$ cat config.mk
export PLATFORM = sky130hd
export DESIGN_NAME = car_sequencer
export DESIGN_NICKNAME = d
export VERILOG_FILES = /design/src/rtl/car_sequencer.sv
export SDC_FILE = /design/constraint.sdc
export NUM_CORES = 1
export LEC_CHECK = 0
export CAP_MARGIN = 10
export CORE_MARGIN = 1
export CORE_UTILIZATION = 54
export CTS_CLUSTER_DIAMETER = 50
export DETAILED_ROUTE_END_ITERATION = 10
export GPL_ROUTABILITY_DRIVEN = 0
export PLACE_DENSITY = 0.89
export REMOVE_ABC_BUFFERS = 1
export SYNTH_ARGS = -nofsm -noshare
export SYNTH_HDL_FRONTEND = slang
export SYNTH_SLANG_ARGS = --single-unit
$ cat constraint.sdc
create_clock -name clk -period 2.45 [get_ports clk]
set_clock_uncertainty 0.05 [all_clocks]
set_input_delay 0.245 -clock clk [delete_from_list [all_inputs] [get_ports clk]]
set_output_delay 0.245 -clock clk [all_outputs]
set_load 0.05 [all_outputs]
$ cat src/rtl/car_sequencer.sv
// Elevator car sequencer: turns controller commands into hoist and door drives,
// tracks the car floor and reports serve completion and impossible moves.
module car_sequencer #(
  parameter int N             = 4,
  parameter int F_BITS        = $clog2(N),
  parameter int TRAVEL_CYCLES = 8,
  parameter int DOOR_CYCLES   = 4,
  parameter int DWELL_CYCLES  = 16,
  parameter int HOLDOFF       = 3
) (
  input  logic              clk,
  input  logic              rst_n,
  input  logic [1:0]        command,
  input  logic              door_block,
  output logic [F_BITS-1:0] cur_floor,
  output logic              motor_up,
  output logic              motor_down,
  output logic              door_open_cmd,
  output logic              door_close_cmd,
  output logic              door_is_open,
  output logic              served_pulse,
  output logic              busy,
  output logic              cmd_err
);

  localparam int MAX_AB  = (TRAVEL_CYCLES > DOOR_CYCLES) ? TRAVEL_CYCLES : DOOR_CYCLES;
  localparam int MAX_CYC = (MAX_AB > DWELL_CYCLES) ? MAX_AB : DWELL_CYCLES;
  localparam int CNT_W   = $clog2(MAX_CYC) + 1;
  localparam int HOLD_W  = (HOLDOFF > 0) ? $clog2(HOLDOFF + 1) : 1;

  localparam logic [CNT_W-1:0]  TRAVEL_LAST = CNT_W'(TRAVEL_CYCLES - 1);
  localparam logic [CNT_W-1:0]  DOOR_LAST   = CNT_W'(DOOR_CYCLES - 1);
  localparam logic [CNT_W-1:0]  DWELL_LAST  = CNT_W'(DWELL_CYCLES - 1);
  localparam logic [F_BITS-1:0] TOP_FLOOR   = F_BITS'(N - 1);

  typedef enum logic [2:0] {
    S_IDLE,
    S_MOVE_UP,
    S_MOVE_DOWN,
    S_OPENING,
    S_DWELL,
    S_CLOSING
  } state_t;

  state_t              state_q, state_d;
  logic [CNT_W-1:0]    cnt_q, cnt_d;
  logic [HOLD_W-1:0]   hold_q, hold_d;
  logic [F_BITS-1:0]   floor_d;
  logic                served_d, err_d;

  // NOTE: every signal gets a default before the case so no path leaves it
  // unassigned; otherwise synthesis infers a latch to hold the old value.
  always_comb begin
    state_d  = state_q;
    cnt_d    = cnt_q + CNT_W'(1);
    hold_d   = hold_q;
    floor_d  = cur_floor;
    served_d = 1'b0;
    err_d    = 1'b0;

    case (state_q)
      S_IDLE: begin
        cnt_d = '0;
        if (hold_q != '0) begin
          hold_d = hold_q - HOLD_W'(1);
        end else begin
          case (command)
            2'b01: if (cur_floor != TOP_FLOOR) state_d = S_MOVE_UP;
                   else err_d = ~cmd_err;
            2'b10: if (cur_floor != '0) state_d = S_MOVE_DOWN;
                   else err_d = ~cmd_err;
            2'b11: state_d = S_OPENING;
            default: ;
          endcase
        end
      end
      S_MOVE_UP, S_MOVE_DOWN: begin
        if (cnt_q == TRAVEL_LAST) begin
          state_d = S_IDLE;
          cnt_d   = '0;
          floor_d = (state_q == S_MOVE_UP) ? cur_floor + F_BITS'(1)
                                           : cur_floor - F_BITS'(1);
        end
      end
      S_OPENING: begin
        if (cnt_q == DOOR_LAST) begin
          state_d = S_DWELL;
          cnt_d   = '0;
        end
      end
      S_DWELL: begin
        // An obstruction restarts the whole dwell rather than extending it.
        if (door_block) begin
          cnt_d = '0;
        end else if (cnt_q == DWELL_LAST) begin
          state_d = S_CLOSING;
          cnt_d   = '0;
        end
      end
      S_CLOSING: begin
        if (door_block) begin
          state_d = S_OPENING;
          cnt_d   = '0;
        end else if (cnt_q == DOOR_LAST) begin
          state_d  = S_IDLE;
          cnt_d    = '0;
          hold_d   = HOLD_W'(HOLDOFF);
          served_d = 1'b1;
        end
      end
      default: begin
        state_d = S_IDLE;
        cnt_d   = '0;
      end
    endcase
  end

  // NOTE: sequential state uses non-blocking assignments so every register
  // samples the pre-edge values regardless of statement order.
  always_ff @(posedge clk or negedge rst_n) begin
    if (!rst_n) begin
      state_q        <= S_IDLE;
      cnt_q          <= '0;
      hold_q         <= '0;
      cur_floor      <= '0;
      motor_up       <= 1'b0;
      motor_down     <= 1'b0;
      door_open_cmd  <= 1'b0;
      door_close_cmd <= 1'b0;
      door_is_open   <= 1'b0;
      served_pulse   <= 1'b0;
      busy           <= 1'b0;
      cmd_err        <= 1'b0;
    end else begin
      state_q        <= state_d;
      cnt_q          <= cnt_d;
      hold_q         <= hold_d;
      cur_floor      <= floor_d;
      // Drives decode the state being entered, so they change on the same edge.
      motor_up       <= (state_d == S_MOVE_UP);
      motor_down     <= (state_d == S_MOVE_DOWN);
      door_open_cmd  <= (state_d == S_OPENING);
      door_close_cmd <= (state_d == S_CLOSING);
      door_is_open   <= (state_d == S_DWELL);
      served_pulse   <= served_d;
      busy           <= (state_d != S_IDLE) || (hold_d != '0);
      cmd_err        <= err_d;
    end
  end

endmodule

==> results of run 1 <==
[layout make-up]
cell class / count / share of cell area, %
repair buffers: 15 / 10.51
well taps: 27 / 2.404
clock buffers: 3 / 1.603
flip-flops and latches: 20 / 35.62
inverters: 12 / 3.206
clock inverters: 1 / 2.137
multi-input cells: 78 / 44.52
[synthesized netlist by cell type, types with 2 or more instances]
cell type / number / area (µm²)
a211oi_1: 5 / 37.54
a21o_1: 3 / 22.52
a21oi_1: 3 / 15.01
a221oi_2: 2 / 30.03
buf_2: 2 / 10.01
buf_6: 2 / 22.52
dfrtp_1: 20 / 500.5
ha_1: 7 / 87.58
inv_1: 10 / 37.54
nand2_1: 3 / 11.26
nand2b_1: 3 / 18.77
nand3_1: 2 / 10.01
nor2_1: 11 / 41.29
nor3_1: 4 / 20.02
o21ai_0: 5 / 25.02
xnor2_1: 2 / 17.52
xor2_1: 3 / 26.28
[per-layer routing]
layer / GRT usage, % / vias up / share of wire, %
met4: 6.863 / 0 / 1.4
met5: 0 / - / 0
li1: - / 441 / -
met1: 28.54 / 450 / 43
met3: 3.115 / 5 / 5.2
met2: 36.53 / 32 / 50
[flip-flops by register name, indices dropped and copies added, names as in the netlist]
signal,count
busy,1
cmd_err,1
cnt_q,5
cur_floor,2
door_close_cmd,1
door_is_open,1
door_open_cmd,1
hold_q,2
motor_down,1
motor_up,1
served_pulse,1
state_q,3
[power by group]
group,switching (mW),internal (mW)
clock network,0.105,0.166
registers,0.134,0.430
logic,0.534,0.347
total,0.773,0.943
[path summary, 6_finish.rpt]
kind                                endpoint  cells after the start
worst min register to register      cnt_q[0]                      1
worst max-delay path                motor_up                      6
worst min-delay path              state_q[2]                      1
max in group asynchronous       cur_floor[1]                      1
worst max register to register      motor_up                      6
min in group clk                    cnt_q[0]                      1
[through the flow]
step                      cell area (µm²)  power [mW]
final                                1405       1.716
after global routing                 1405       1.825
after global placement               1353       1.413
after CTS                            1405       1.722
after detailed placement             1353       1.450
after floorplan                      1171       1.200
[cells by family (layout without fill, tap and decap cells)]
family / after synthesis / in the layout / share of synthesized area (%)
muxes: 2 / 2 / 1.762
xor gates and xnor gates: 5 / 5 / 3.628
and+or+nand+nor: 35 / 35 / 18.65
buffers and inverters: 17 / 31 / 6.735
adders and majority gates: 7 / 7 / 7.254
DFF: 20 / 20 / 41.45
AOI/OAI and AO/OA: 29 / 29 / 20.52
==> results.md, run 1 <==
- Result of the run: finished, final reports clean
- CP Data Arrival Time: 2250 ps
- Crit-path slowest cell: a221oi_2
- Number of antenna violations at the first check in global routing: 0
- Number of port buffers: 14
- Buffer and inverter count on the worst path: 1
- Avg Cell Area, Syn: 10.50 µm²
- Pwr Density: 1221 nW/µm²
- HPWL reported at the end of detailed placement: 1.680 mm
- Yosys cell types: 45
- Total vias in the final route: 928
- Die height: 49.29 µm
- I/O pins: 15
- Area of the core region: 2022 µm²
- Tmin final: 2062 ps
- Final number of max-transition violations: 0
- LEAKAGE: 0.6233 nW
- Largest driver fanout on the critical path: 6
- Number of vias per cell: 5.949
- Launching instance or port of the critical path: cnt_q[0]
- Sequential Area: 500.5 µm²
- Width of the die: 49.29 µm
- Number of synthesis warnings: 0
- Critical path's top delay family: compound AO/OA/AOI/OAI gates
- Filler-free cell count of the finished design: 156
- Congestion Overflow GR: 0
- Number of setup violations in the final report: 0
- Clock latency on the worst-skew pair: 310 ps
- Total Routed Length: 2.249 mm
- Max capacitance violation total: 0
- Worst setup EP type: flip-flop
- R2R Setup Slk: 390 ps
- Commonest cells after routing, fill and taps aside: 20 x dfrtp_1, 14 x clkdlybuf4s50_1, 11 x nor2_1
- Vias in the first global route: 902
- FF+latch count, synth: 20
- Die Footprint: 2429 µm²
- Launching point of the worst reg2reg path: cnt_q[0]
- Global routing usage summed across all routing layers: 21.68%
- Share of the yosys chip area belonging to registers: 41.45%
- Slew at the pin with the worst max-slew slack: 844.6 ps
- EDFF count, synth: 0
- Synth Cell Area: 1207 µm²
- Fraction of the cycle the final worst path needs: 84.18%
- # clock sinks: 20
- CTS resizes: 0
- Remaining DRCs: 0
- Layout cells sized above 1: 12.40%
- Worst ir drop on vdd: 897.6 µV
- Utilization after layout: 69.49%
- Post-placement cell count: 152
- Synthesized netlist cell count: 115
- WL per Instance: 14.42 µm
- Headroom to the max-slew limit: 43.52%
- Remaining antenna violation count after routing: 0
- Iteration-0 DRC Markers: 22
- Worst setup timing slack at the placement stage: 328.3 ps
- Crit path setup slack, layout: 387.5 ps
- Postcts setup bufs: 0
- Maximum number of pins on one net before global-route repair: 21
- Min-delay worst type: input pin to async pin
- Timing-limited maximum frequency: 0.4849 GHz
- Nets: 142
- Async set or reset register ratio after synthesis: 100.0%
- Ant. Diodes: 0
- Area of the multi-input gates: 625.6 µm²
- Fin Setup TNS: 0 ps
- Worst hold slack: 355.3 ps
- Area added between synthesis and finish: 16.37%
- Primary flip-flop cell chosen by synthesis mapping: dfrtp_1
- Clock slew at reported path FFs: 120 ps
- Number of inserted filler cells in the final layout: 148
- Setup repair after global routing missed its margin: false
- Hold buffer count at CTS: 0
- Fin. Hold Viols: 0
- Initial cell density of the core: 59.72%
- Most common cell after layout, fill and taps aside: dfrtp_1
- Required time worst endpoint: 2640 ps
- Number of H-tree levels: 1
- First-pass GRT wire length: 4.036 mm
- Number of buffers on the longest clock path: 2
- Drt first pass iters: 4
- CTS tree: done
- Startpoint-to-endpoint class of the critical path: flip-flop to flip-flop
- Count of standard-cell rows: 16
- CTS buffer count: 3
- List of cells traversed by the critical path: ha_1 > nor3b_2 > o21ai_1 > a221oi_2 > clkinv_1 > nor3_2
- Cell chosen for the clock root: clkbuf_4
- Worst stage delay on the critical path: 430 ps
- Category of the worst setup path launch point: flip-flop
No activity file was read; power rests on OpenSTA's default activity.
==> inputs of run 2 (changes only) <==
- CORE_UTILIZATION: 54 -> 49
- PLACE_DENSITY: 0.89 -> 0.86
- clock period: 2.45 -> 1.8 ns (I/O delays scaled with it)
==> results.md, run 2 (same netlist as run 1, synthesis figures left out) <==
- Slew at the pin with the worst max-slew slack: 503.5 ps (was 844.6 ps)
- Max capacitance violation total: 0 (unchanged)
- Critical path's top delay family: adder cells (was compound AO/OA/AOI/OAI gates)
- Ant. Diodes: 0 (unchanged)
- Area added between synthesis and finish: 31.30% (was 16.37%)
- Clock latency on the worst-skew pair: 310 ps (about the same)
- Commonest cells after routing, fill and taps aside: 20 x dfrtp_1, 17 x buf_4, 12 x clkdlybuf4s50_1 (was 20 x dfrtp_1, 14 x clkdlybuf4s50_1, 11 x nor2_1)
- Filler-free cell count of the finished design: 173 (was 156)
- Drt first pass iters: 4 (unchanged)
- Die height: 51.64 µm (was 49.29 µm)
- Result of the run: complete, but fails checks (was finished, final reports clean)
- First-pass GRT wire length: 4.436 mm (was 4.036 mm)
- WL per Instance: 16.13 µm (was 14.42 µm)
- Number of buffers on the longest clock path: 2 (unchanged)
- Fraction of the cycle the final worst path needs: 101.0% (was 84.18%)
- Buffer and inverter count on the worst path: 3 (was 1)
- Largest driver fanout on the critical path: 5 (was 6)
- Vias in the first global route: 959 (was 902)
- Clock slew at reported path FFs: 110 ps (was 120 ps)
- Tmin final: 1818 ps (was 2062 ps)
- Count of standard-cell rows: 17 (was 16)
- Number of setup violations in the final report: 3 (was 0)
- CP Data Arrival Time: 2010 ps (was 2250 ps)
- CTS tree: done (unchanged)
- Total Power Consumption: 2.601 mW (was 1.716 mW)
- Iteration-0 DRC Markers: 22 (unchanged)
- Total vias in the final route: 1,007 (was 928)
- Top flop regs: cnt_q x5, state_q x3 (unchanged)
- Final number of max-transition violations: 0 (unchanged)
- Total Routed Length: 2.790 mm (was 2.249 mm)
- Min-delay worst type: input pin to async pin (unchanged)
- HPWL reported at the end of detailed placement: 1.850 mm (was 1.680 mm)
- Number of port buffers: 14 (unchanged)
- Pwr Density: 1641 nW/µm² (was 1221 nW/µm²)
- Worst setup timing slack at the placement stage: -139.3 ps (was 328.3 ps)
- Crit path depth: 9 (was 6)
- Violated checks: setup timing
- Number of inserted filler cells in the final layout: 155 (was 148)
- Remaining DRCs: 0 (unchanged)
- Nets: 158 (was 142)
- Worst reg2reg path endpoint: motor_down (was motor_up)
- Depth of the most critical reg-to-reg path: 9 (was 6)
- LEAKAGE: 0.7091 nW (was 0.6233 nW)
- Worst ir drop on vdd: 1135 µV (was 897.6 µV)
- Worst setup EP type: flip-flop (unchanged)
- I/O pins: 15 (unchanged)
- Area of the core region: 2276 µm² (was 2022 µm²)
- Width of the die: 51.64 µm (was 49.29 µm)
- Number of H-tree levels: 1 (unchanged)
- Fin Setup TNS: -38.95 ps (was 0 ps)
- Congestion Overflow GR: 0 (unchanged)
- Startpoint-to-endpoint class of the critical path: flip-flop to flip-flop (unchanged)
- Number of antenna violations at the first check in global routing: 0 (unchanged)
- Most common cell after layout, fill and taps aside: dfrtp_1 (unchanged)
- Register ranked first by flip-flop count: cnt_q (unchanged)
- Initial cell density of the core: 53.05% (was 59.72%)
- Fin. Hold Viols: 0 (unchanged)
- Category of the worst setup path launch point: flip-flop (unchanged)
- # clock sinks: 20 (unchanged)
- Timing-limited maximum frequency: 0.5501 GHz (was 0.4849 GHz)
- Headroom to the max-slew limit: 66.33% (was 43.52%)
- Die Footprint: 2667 µm² (was 2429 µm²)
- Setup repair after global routing missed its margin: true (was false)
- Flip-flop count of the largest register after layout: 5 (unchanged)
- Crit path setup slack, layout: -17.70 ps (was 387.5 ps)
- Maximum number of pins on one net before global-route repair: 21 (unchanged)
- List of cells traversed by the critical path: ha_2 > nand3_2 > inv_1 > ha_2 > a32o_1 > a221oi_2 > buf_4 > inv_2 > nor2_1 (was ha_1 > nor3b_2 > o21ai_1 > a221oi_2 > clkinv_1 > nor3_2)
- Layout cells sized above 1: 32.41% (was 12.40%)
- Launching point of the worst reg2reg path: cnt_q[1] (was cnt_q[0])
- Global routing usage summed across all routing layers: 23.01% (was 21.68%)
- Remaining antenna violation count after routing: 0 (unchanged)
- Crit-path slowest cell: dfrtp_1 (was a221oi_2)
- CTS buffer count: 3 (unchanged)
- Dominant cell type by count on the critical path: ha_2
- Required time worst endpoint: 1990 ps (was 2640 ps)
- Number of vias per cell: 5.821 (was 5.949)
- Cell chosen for the clock root: clkbuf_4 (unchanged)
- Post-placement cell count: 165 (was 152)
- Worst stage delay on the critical path: 400 ps (was 430 ps)
- R2R Setup Slk: -20 ps (was 390 ps)
run 2: cell count changes in the layout (fill, tap and decap cells not counted), sizes merged:
| cell | delta |
|---|---|
| clkdlybuf4s50 | -2 |
| bufinv | -1 |
| inv | +1 |
| buf | +18 |
| clkbuf | +1 |
| clkinv | -1 |
run 2: per-stage QoR:
stage               hold WS [ps]  area (µm²)  util [%]
floorplan                 -165.6        1171         -
global placement           442.4        1439     63.22
detailed placement         461.1        1439     63.22
CTS                        152.7        1520     66.79
global route               165.5        1585     69.65
finish                     141.7        1585     69.65
run 2: where the power goes:
part           switching [mW]  internal [mW]
sequential              0.119          0.587
combinational           0.948          0.681
clock                   0.142          0.124
run 2: final cells by class:
cell class	instances	area [µm²]	area share (%)
Clock buffer	4	36.28	2.289
Multi-Input combinational cell	78	698.2	44.04
Tap cell	28	35.03	2.210
Inverter	12	45.04	2.841
Sequential cell	20	500.5	31.57
Timing Repair Buffer	31	270.3	17.05
run 2: worst max path at each step:
stage | from | to | slack, ps
after floorplan | state_q[0] | motor_up | -50
after global placement | command[0] | motor_down | -40
after detailed placement | command[0] | motor_up | -140
after CTS | cnt_q[0] | motor_down | -0.8
after global routing | cnt_q[1] | hold_q[0] | -110
final | cnt_q[1] | motor_down | -20
run 2: repair_timing:
action	CTS	global route
pin swaps	4	9
setup endpoints to repair	6	13
gates resized for setup	8	13
buffers inserted	2	2
hold buffers	0	0
run 2: worst register-to-register path, delay by kind of cell (launching register included):
family	cells	cell delay, ps
AOI/OAI and AO/OA	2	420
adders and majority gates	2	410
buffers and inverters	3	290
DFF	1	400
and+or+nand+nor	2	190
run 2: per-layer routing:
layer / share of wire [%] / vias to the layer above / global-route usage [%] / routed length, µm
met3: 2.8 / 4 / 2.924 / 77
met4: 1.1 / 0 / 8.108 / 31
met5: 0 / - / 0 / 0
met2: 54 / 19 / 42.21 / 1518
li1: - / 470 / - / -
met1: 42 / 514 / 27.31 / 1162
